<file path="config.mk">
export PLATFORM = sky130hd
export DESIGN_NAME = mul_approx_pipe
export DESIGN_NICKNAME = d
export VERILOG_FILES = /design/src/rtl/mul_approx_pipe.sv
export SDC_FILE = /design/constraint.sdc
export NUM_CORES = 1
export LEC_CHECK = 0
export BUFFER_PORTS_ARGS = -buffer_cell sky130_fd_sc_hd__buf_4
export CORE_MARGIN = 4
export CORE_UTILIZATION = 62
export CTS_BUF_LIST = sky130_fd_sc_hd__clkbuf_8 sky130_fd_sc_hd__clkbuf_16
export DETAILED_ROUTE_END_ITERATION = 12
export PLACE_DENSITY = 0.93
export SLEW_MARGIN = 20
export SYNTH_ARGS = -nofsm -noshare
export SYNTH_HDL_FRONTEND = slang
export SYNTH_SLANG_ARGS = --single-unit
</file>
<file path="constraint.sdc">
create_clock -name clk -period 1.68 [get_ports clk]
set_input_delay 0.084 -clock clk [delete_from_list [all_inputs] [get_ports clk]]
set_output_delay 0.084 -clock clk [all_outputs]
set_load 0.02 [all_outputs]
</file>
<file path="src/rtl/mul_approx_pipe.sv">
// ---------------------------------------------------------------------------
// mul_approx_pipe
//
// Pipelined unsigned approximate multiplier with valid/ready handshakes on
// both sides and bubble-collapsing pipeline registers.
//
// In approximate mode every partial-product bit A[i]&B[j] whose column i+j is
// below TRUNC is dropped before summation (broken-array multiplier), so the
// low TRUNC bits of the result are always zero. Setting in_exact for a
// transaction selects the full product A*B instead.
//
// Optional feature (compile-time macro MUL_APPROX_COMP_EN):
//   When defined, approximate results get the constant bias 1<<(TRUNC-1)
//   added (no bias when TRUNC=0), saturating at 2^(2*WIDTH)-1. This recentres
//   the truncation error around zero. Exact results are never biased.
//   When undefined, the approximate result is the plain truncated sum.
//
// Parameters:
//   WIDTH   operand width (>=2); product is 2*WIDTH bits
//   TRUNC   number of low partial-product columns dropped in approx mode
//   STAGES  number of pipeline register stages (>=1); accept-to-output
//           latency is exactly STAGES cycles when not back-pressured
//
// Ports:
//   clk        clock, all state updates on the rising edge
//   rst        asynchronous reset, active-high; empties the pipeline
//   in_valid   operand pair valid
//   in_ready   pipeline can accept an operand pair this cycle
//   in_exact   1 = exact product for this transaction, 0 = approximate
//   A, B       unsigned operands, sampled only on in_valid && in_ready
//   out_valid  O holds a valid result
//   out_ready  consumer accepts O this cycle
//   O          product, 2*WIDTH bits, held stable while stalled
// ---------------------------------------------------------------------------
module mul_approx_pipe #(
  parameter int WIDTH  = 8,
  parameter int TRUNC  = 4,
  parameter int STAGES = 2
) (
  input  logic                 clk,
  input  logic                 rst,
  input  logic                 in_valid,
  output logic                 in_ready,
  input  logic                 in_exact,
  input  logic [WIDTH-1:0]     A,
  input  logic [WIDTH-1:0]     B,
  output logic                 out_valid,
  input  logic                 out_ready,
  output logic [2*WIDTH-1:0]   O
);

  localparam int PW = 2 * WIDTH;

  // Columns at or above TRUNC survive in approximate mode. Masking each
  // shifted row with this is the same as dropping every A[i]&B[j] with
  // i+j < TRUNC, because a row bit at position p is exactly the term with
  // i+j = p.
  localparam logic [PW-1:0] KEEP_MASK = {PW{1'b1}} << TRUNC;

`ifdef MUL_APPROX_COMP_EN
  // Half an LSB of the first kept column; zero when nothing is truncated.
  localparam logic [PW:0] BIAS =
    (TRUNC > 0) ? ((PW + 1)'(1) << ((TRUNC > 0) ? (TRUNC - 1) : 0)) : '0;
`endif

  logic [PW-1:0] col_mask;
  logic [PW-1:0] pp_sum;
  logic [PW-1:0] product;
`ifdef MUL_APPROX_COMP_EN
  logic [PW:0]   biased;
`endif

  logic [STAGES-1:0] valid_q;
  logic [PW-1:0]     data_q [STAGES];
  logic [STAGES-1:0] stage_load;
  logic              downstream_free;

  // Product generation for the operand pair at the input. Each multiplicand
  // bit selects one shifted copy of B; rows are masked down to the kept
  // columns before accumulation. The accumulated value can never exceed
  // A*B, so the 2*WIDTH-bit sum cannot wrap.
  always_comb begin
    col_mask = in_exact ? {PW{1'b1}} : KEEP_MASK;
    pp_sum   = '0;
    for (int i = 0; i < WIDTH; i++) begin
      if (A[i]) begin
        pp_sum = pp_sum + (({{WIDTH{1'b0}}, B} << i) & col_mask);
      end
    end
`ifdef MUL_APPROX_COMP_EN
    biased  = {1'b0, pp_sum} + (in_exact ? {(PW + 1){1'b0}} : BIAS);
    product = biased[PW] ? {PW{1'b1}} : biased[PW-1:0];
`else
    product = pp_sum;
`endif
  end

  // Load enables, resolved from the output back towards the input. A stage
  // may load if it is empty or if everything downstream of it will move this
  // cycle; the running flag carries "some slot further on frees up" so that
  // an empty stage absorbs data even when the output is stalled.
  always_comb begin
    downstream_free = out_ready;
    stage_load      = '0;
    for (int k = STAGES - 1; k >= 0; k--) begin
      downstream_free = downstream_free || !valid_q[k];
      stage_load[k]   = downstream_free;
    end
  end

  assign in_ready  = stage_load[0];
  assign out_valid = valid_q[STAGES-1];
  assign O         = data_q[STAGES-1];

  // Pipeline registers. Data is only overwritten when a valid item arrives,
  // so a stalled last stage keeps O stable and bubbles do not disturb data.
  // Reset empties every stage and clears all data so O reads zero at once.
  always_ff @(posedge clk or posedge rst) begin
    if (rst) begin
      valid_q <= '0;
      for (int k = 0; k < STAGES; k++) begin
        data_q[k] <= '0;
      end
    end else begin
      if (stage_load[0]) begin
        valid_q[0] <= in_valid;
        if (in_valid) begin
          data_q[0] <= product;
        end
      end
      for (int k = 1; k < STAGES; k++) begin
        if (stage_load[k]) begin
          valid_q[k] <= valid_q[k-1];
          if (valid_q[k-1]) begin
            data_q[k] <= data_q[k-1];
          end
        end
      end
    end
  end

endmodule

</file>
==> impl_metrics.toml, run 1 <==
[outcome]
status = "aborted with a tool error"
lastStage = "clock tree synthesis (4_1_cts)"
first-error = "[ERROR DPL-0038] Utilization greater than 100%, impossible to legalize"

[clock_tree]
cts_max_path_buffers = 2
cts.sinks = 34
cts_setup_buffers = 37
htreeDepth = 2
root_buffer = "clkbuf_8"
cts_hold_buf = 1
cts_buffers = 5
cts_resized = 158

[logic_synthesis]
synth_edf_count = 0
synth_common_cells = "ha_1, nand2_1, a21oi_1"
synth_ff_type = "dfrtp_1"
synth_top_area_frac = 0.183
ys_types = 54
yosys.area.top_type = "dfrtp_1"
synth.cell_area_mm2 = 0.00466
synth.avg_cell_area_um2 = 8.05
ys_ff_latch = 34
synth_nets = 669
async_flop_share = 1.00
yosysMostFrequentCell = "ha_1"
yosysWarnings = 0
yosys-top-cells-area = "dfrtp_1, ha_1, mux2_2"
ys_seq_area_frac = 0.183
netlist_instances = 579

[placed_design]
portBuffers = 38
place.gp.congestion = 0.955
hpwl_um = 14900

[die]
die_h_um = 94.7
initial_core_util = 0.639
io_pins = 39
rows = 31
dieWidth_um = 94.7
## cell families after synthesis
family,synth area share
and+or+nand+nor,0.185
AOI/OAI and AO/OA,0.231
buffers and inverters,0.0730
adders and majority gates,0.196
muxes,0.0794
DFF,0.183
xor gates and xnor gates,0.0526
## stage by stage
step / instances / cell area, um2 / util / worst slack (ps) / hold WS (ps)
after floorplan: 579 / 4940 / - / -5920 / 192
after detailed placement: 837 / 6320 / 0.866 / -6950 / 206
after global placement: 837 / 6320 / 0.866 / -6230 / 190
==> run 2, diff against run 1 <==
CORE_UTILIZATION = 40   (was 62)
CTS_BUF_LIST = default   (was sky130_fd_sc_hd__clkbuf_8 sky130_fd_sc_hd__clkbuf_16)
PLACE_DENSITY = default   (was 0.93)
PLACE_DENSITY_LB_ADDON = 0.15   (was default)
==> run 2 against run 1 <==
The flow now finishes, with violations (setup timing). Area after synthesis unchanged. Synthesized cell count stayed put.
==> impl_metrics.toml, run 2 <==
[outcome]
status = "complete, but fails checks"
violations = "setup timing"

[timing]
hold_viol_final = 0
fin_crit_sh = 4.61
slew_violations = 0
tns_ps = -59150
fmax_ghz = 0.129
fin_ws_ps = -6070
relSlewSlack = 0.701
setup_viol = 13
rsz0062_at_grt = "true"
clock_skew_ps = 4.66
hold_ws_ps = 28.5
worstMarginPinSlew_ps = 437
fin_crit_ps = 7750

[logic_synthesis]
yosysMostFrequentCell = "ha_1"
synth.avg_cell_area_um2 = 8.05
synth.cell_area_mm2 = 0.00466
ys_ff_latch = 34
synth_ff_type = "dfrtp_1"
yosys.area.top_type = "dfrtp_1"
synth_top_area_frac = 0.183
synth_common_cells = "ha_1, nand2_1, a21oi_1"
yosysWarnings = 0
ys_seq_area_frac = 0.183
async_flop_share = 1.00
synth_nets = 669
yosys-top-cells-area = "dfrtp_1, ha_1, mux2_2"
ys_types = 54
synth_edf_count = 0
netlist_instances = 579

[setup_path]
reg2reg_slack_ps = 190
crit_path_start_kind = "input port"
path_delay_family = "compound AO/OA/AOI/OAI gates"
cp-endpoint = "data_q[30]"
timing.rr.end = "data_q[20]"
crit_top_cell = "ha_4"
critPathKind = "in -> reg"
crit_start = "B[1]"
endpoint_kind = "flip-flop"
path_buf_inv = 4
crit_fanout = 3
required_ps = 1840
worstPathArrival_ps = 7910
cpPeakStageDelay_ps = 390
timing.rr.start = "valid_q[1]"
r2r_cells = 6
path_depth = 41
cp_slowest_cell = "fa_2"

[placed_design]
place_area_mm2 = 0.00644
hpwl_um = 11100
portBuffers = 38
place.gp.congestion = 0.912

[power]
p_int_mw = 6.50
p_sw_mw = 4.26
power_leakage_nw = 3.68
power_mw = 10.8
swShare = 0.396
power.share.clock = 0.094
powerDensity_mw_per_mm2 = 1360
irDropWorstVdd_mv = 1.26
comb_power_share = 0.788
seqPwrFrac = 0.118

[detailed_routing]
drt-total-wl_um = 15600
detail_route.wl_per_cell_um = 16.6
drt_first_pass_iters = 5
drc = 0
drtAntennaViolNets = 0
first_iter_violations = 391
route.vias.total = 5158
avgViaCountPerCell = 5.48

[clock_tree]
cts_max_path_buffers = 2
root_buffer = "clkbuf_16"
clkLatencyLatePin_ps = 270
htreeDepth = 2
clk_pin_slew_worst_paths_ps = 50
cts_buffers = 5
cts_tree = "done"
cts.sinks = 34

[final_layout]
nets = 888
n_antenna_cell = 0
final_cell_mix = "buf_4, nand2_1, ha_4"
drive_above_1_share = 0.559
final_common_cell = "buf_4"
final_area_mm2 = 0.00792
area_growth_pct = 69.8
finish.utilization = 0.693

[die]
coreArea_mm2 = 0.0114
dieArea_mm2 = 0.0134
rows = 39
io_pins = 39
die_h_um = 116
dieWidth_um = 116
initial_core_util = 0.408

[global_routing]
grt-ovfl-total = 0
antenna_found_initial = 0
grt_pass1_vias = 5111
grt_pass1_wl_um = 24000
grt_max_degree = 35
grt_usage = 0.215

[worst_hold_path]
holdCritPathClass = "in -> reg"
worstHoldStart = "in_valid"

[run]
cap_violations = 0
==> run 2: cell counts after synthesis <==
Identical to the previous run, type by type.
==> run 2: power groups by stage <==
stage	Clock (mW)	Combinational [mW]	Sequential [mW]
floorplan	0	3.96	1.23
finish	1.01	8.48	1.27
global placement	0	5.97	1.27
global route	1.05	9.13	1.31
CTS	1.03	7.22	1.28
detailed placement	0	6.10	1.29
==> run 2: repair_timing <==
item | 4_1_cts | 5_1_grt
endpoints found under the setup margin | 14 | 13
hold buffers | 1 | 0
setup buffers | 23 | 22
endpoints found under the hold margin | 34 | 0
gates resized for setup | 96 | 91
pin swaps | 69 | 100
==> run 2: how the worst min path moves through the flow <==
stage / end / slack (ps) / cells past startpoint
after floorplan: valid_q[0] / 190 / 1
after global placement: O[3] / 200 / 3
after detailed placement: O[2] / 210 / 3
after CTS: valid_q[0] / 30 / 2
after global routing: valid_q[0] / 50 / 2
final: valid_q[0] / 30 / 2
==> run 2: routing by layer <==
layer	up-vias	global-route usage	share of wire
met5	-	0	0
met4	0	0.0526	0.014
met3	24	0.00940	0.026
met2	126	0.372	0.49
met1	2474	0.296	0.47
li1	2534	-	-
==> run 2: cell type report <==
class | instances | area [um2]
clock buffers | 5 | 125
fillers | 855 | 3500
clock inverters | 3 | 40.0
well taps | 143 | 179
flip-flops and latches | 34 | 851
repair buffers | 247 | 1940
inverters | 39 | 149
multi-input cells | 471 | 4640
==> run 2: logic make-up (layout without fill, tap and decap cells) <==
kind of cell / Yosys count / in the layout / synth area share
muxes: 34 / 34 / 0.0794
buffers and inverters: 74 / 294 / 0.0730
adders and majority gates: 69 / 69 / 0.196
xor gates and xnor gates: 28 / 28 / 0.0526
AOI/OAI and AO/OA: 166 / 166 / 0.231
and+or+nand+nor: 174 / 174 / 0.185
DFF: 34 / 34 / 0.183
==> run 2: worst register-to-register path: cells and delay by family, from the launching register on <==
family,cells,cell delay (ps)
compound gates,1,200
simple gates,4,580
buf+inv,1,230
flops,1,370
==> run 2: stage by stage <==
step	instances	worst slack, ps
CTS	920	-5940
detailed placement	888	-6510
floorplan	579	-5920
finish	942	-6070
global placement	888	-6360
global route	942	-6330
Note: power is estimated with default switching activity, not from simulation.
==> run 3, diff against run 2 <==
CORE_UTILIZATION = 51   (was 40)
PLACE_DENSITY = 0.7   (was default)
PLACE_DENSITY_LB_ADDON = default   (was 0.15)
==> run 3 against run 2 <==
The run still ends with setup timing left. Worst setup slack worse by 700 ps. Maximum frequency is 8.3% lower. Clock power is 8% lower. Final cell count is 0.64% lower. Flip-flop and latch count stayed put. Register-to-register slack worse by 460 ps. Routed wire length is 64% higher. Clock skew is 3.1 ps higher. Sequential share of layout area is 0.25 points lower.
==> impl_metrics.toml, run 3 (synthesis results as in run 2) <==
[final_layout]
nets = 917
area_growth_pct = 73.9
n_antenna_cell = 0
multi_input_area_mm2 = 0.00467
finalNonFillerCells = 936
seq_area_um2 = 851
final_cell_mix = "buf_4, nand2_1, nor2_1"
drive_above_1_share = 0.577
fillCellCount = 278
final_common_cell = "buf_4"

[timing]
relSlewSlack = 0.540
fmax_ghz = 0.118
hold_ws_ps = 144
slew_violations = 0
setup_viol = 14
fin_crit_sh = 5.03
fin_crit_ps = 8450
worstMarginPinSlew_ps = 690
fin_ws_ps = -6770
hold_viol_final = 0
clock_skew_ps = 7.76
rsz0062_at_grt = "true"

[global_routing]
grt_max_degree = 35
antenna_found_initial = 0
grt_usage = 0.310
grt_pass1_vias = 5781
grt-ovfl-total = 0
grt_pass1_wl_um = 27900

[clock_tree]
clk_pin_slew_worst_paths_ps = 80
root_buffer = "clkbuf_8"
cts_max_path_buffers = 2
cts_buffers = 5
cts_tree = "done"
cts.sinks = 34
clkLatencyLatePin_ps = 300
htreeDepth = 2

[power]
power.share.clock = 0.073
powerDensity_mw_per_mm2 = 1570
seqPwrFrac = 0.105
power_leakage_nw = 3.81
comb_power_share = 0.823
power_mw = 12.8
p_int_mw = 7.05
p_sw_mw = 5.71
irDropWorstVdd_mv = 0.967
swShare = 0.447

[detailed_routing]
first_iter_violations = 905
detail_route.wl_per_cell_um = 27.3
top_layer = "met4"
wl_met1_um = 8570
wl_met3_um = 3110
avgViaCountPerCell = 7.07
route.vias.total = 6618
drt_first_pass_iters = 7
drtAntennaViolNets = 0
met2WireLength_um = 11400
drt-total-wl_um = 25600
drc = 0

[setup_path]
crit_fanout = 5
crit_top_cell = "ha_4"
cpPeakStageDelay_ps = 390
cp_slowest_cell = "or3_1"
critPathKind = "in -> reg"
required_ps = 1860
crit_path_start_kind = "input port"
endpoint_kind = "flip-flop"
worstPathArrival_ps = 8630

[outcome]
status = "complete, but fails checks"
violations = "setup timing"

[placed_design]
place.gp.congestion = 0.916
portBuffers = 38
place_inst = 847
hpwl_um = 10900
dp_slack_ps = -6500

[die]
coreArea_mm2 = 0.00881
dieWidth_um = 104
die_h_um = 104
io_pins = 39
initial_core_util = 0.529
rows = 34
dieArea_mm2 = 0.0107

[worst_hold_path]
holdCritPathClass = "in -> reg"

[run]
cap_violations = 0
==> run 3: worst paths after layout <==
| path | cells past startpoint | slack [ps] | from | end |
|---|---|---|---|---|
| max | 46 | -6770 | A[0] | data_q[31] |
| min | 3 | 140 | out_ready | valid_q[1] |
| max reg2reg | 5 | -270 | valid_q[0] | data_q[29] |
| min reg2reg | 2 | 500 | data_q[18] | data_q[18] |
| max in group asynchronous | 4 | 910 | rst | O[3] |
| min in group asynchronous | 4 | 470 | rst | data_q[22] |
==> run 3: what timing repair did <==
item	4_1_cts	5_1_grt
resized for setup	85	108
hold buffers	2	0
pin swaps	81	99
hold endpoints to repair	35	0
setup endpoints to repair	13	13
buffers inserted	52	28
==> run 3: area by class of cell <==
| type | instances | share of cell area |
|---|---|---|
| inverter | 39 | 0.0181 |
| timing repair buffer | 276 | 0.268 |
| clock buffer | 5 | 0.00849 |
| tap | 108 | 0.0167 |
| sequential | 34 | 0.105 |
| multi-input combinational | 471 | 0.576 |
| clock inverter | 3 | 0.00849 |
==> run 3: per-layer routing <==
layer | GRT usage | vias up
met3 | 0.0516 | 297
li1 | - | 2590
met5 | 0 | -
met2 | 0.540 | 712
met4 | 0.149 | 0
met1 | 0.370 | 3019
==> run 3: stage by stage <==
step / setup TNS, ps / area, um2 / util
2_1_floorplan: -57110 / 4940 / -
3_3_place_gp: -63560 / 6350 / 0.721
3_5_place_dp: -65340 / 6350 / 0.721
4_1_cts: -57960 / 7300 / 0.829
5_1_grt: -69330 / 8110 / 0.921
6_report: -66940 / 8110 / 0.921
==> run 3: worst max-delay path, delay by kind of cell <==
family | cells | cell delay [ps]
AOI/OAI and AO/OA | 14 | 2550
muxes | 1 | 330
adders and majority gates | 7 | 1810
buffers and inverters | 9 | 970
xor gates and xnor gates | 2 | 440
and+or+nand+nor | 13 | 2430
==> run 3: power by group through the flow <==
stage | Clock [mW] | Sequential (mW) | Combinational (mW)
finish | 0.926 | 1.33 | 10.5
detailed placement | 0 | 1.29 | 6.11
global route | 0.962 | 1.36 | 10.8
global placement | 0 | 1.26 | 5.90
CTS | 0.922 | 1.28 | 7.46
floorplan | 0 | 1.23 | 3.96
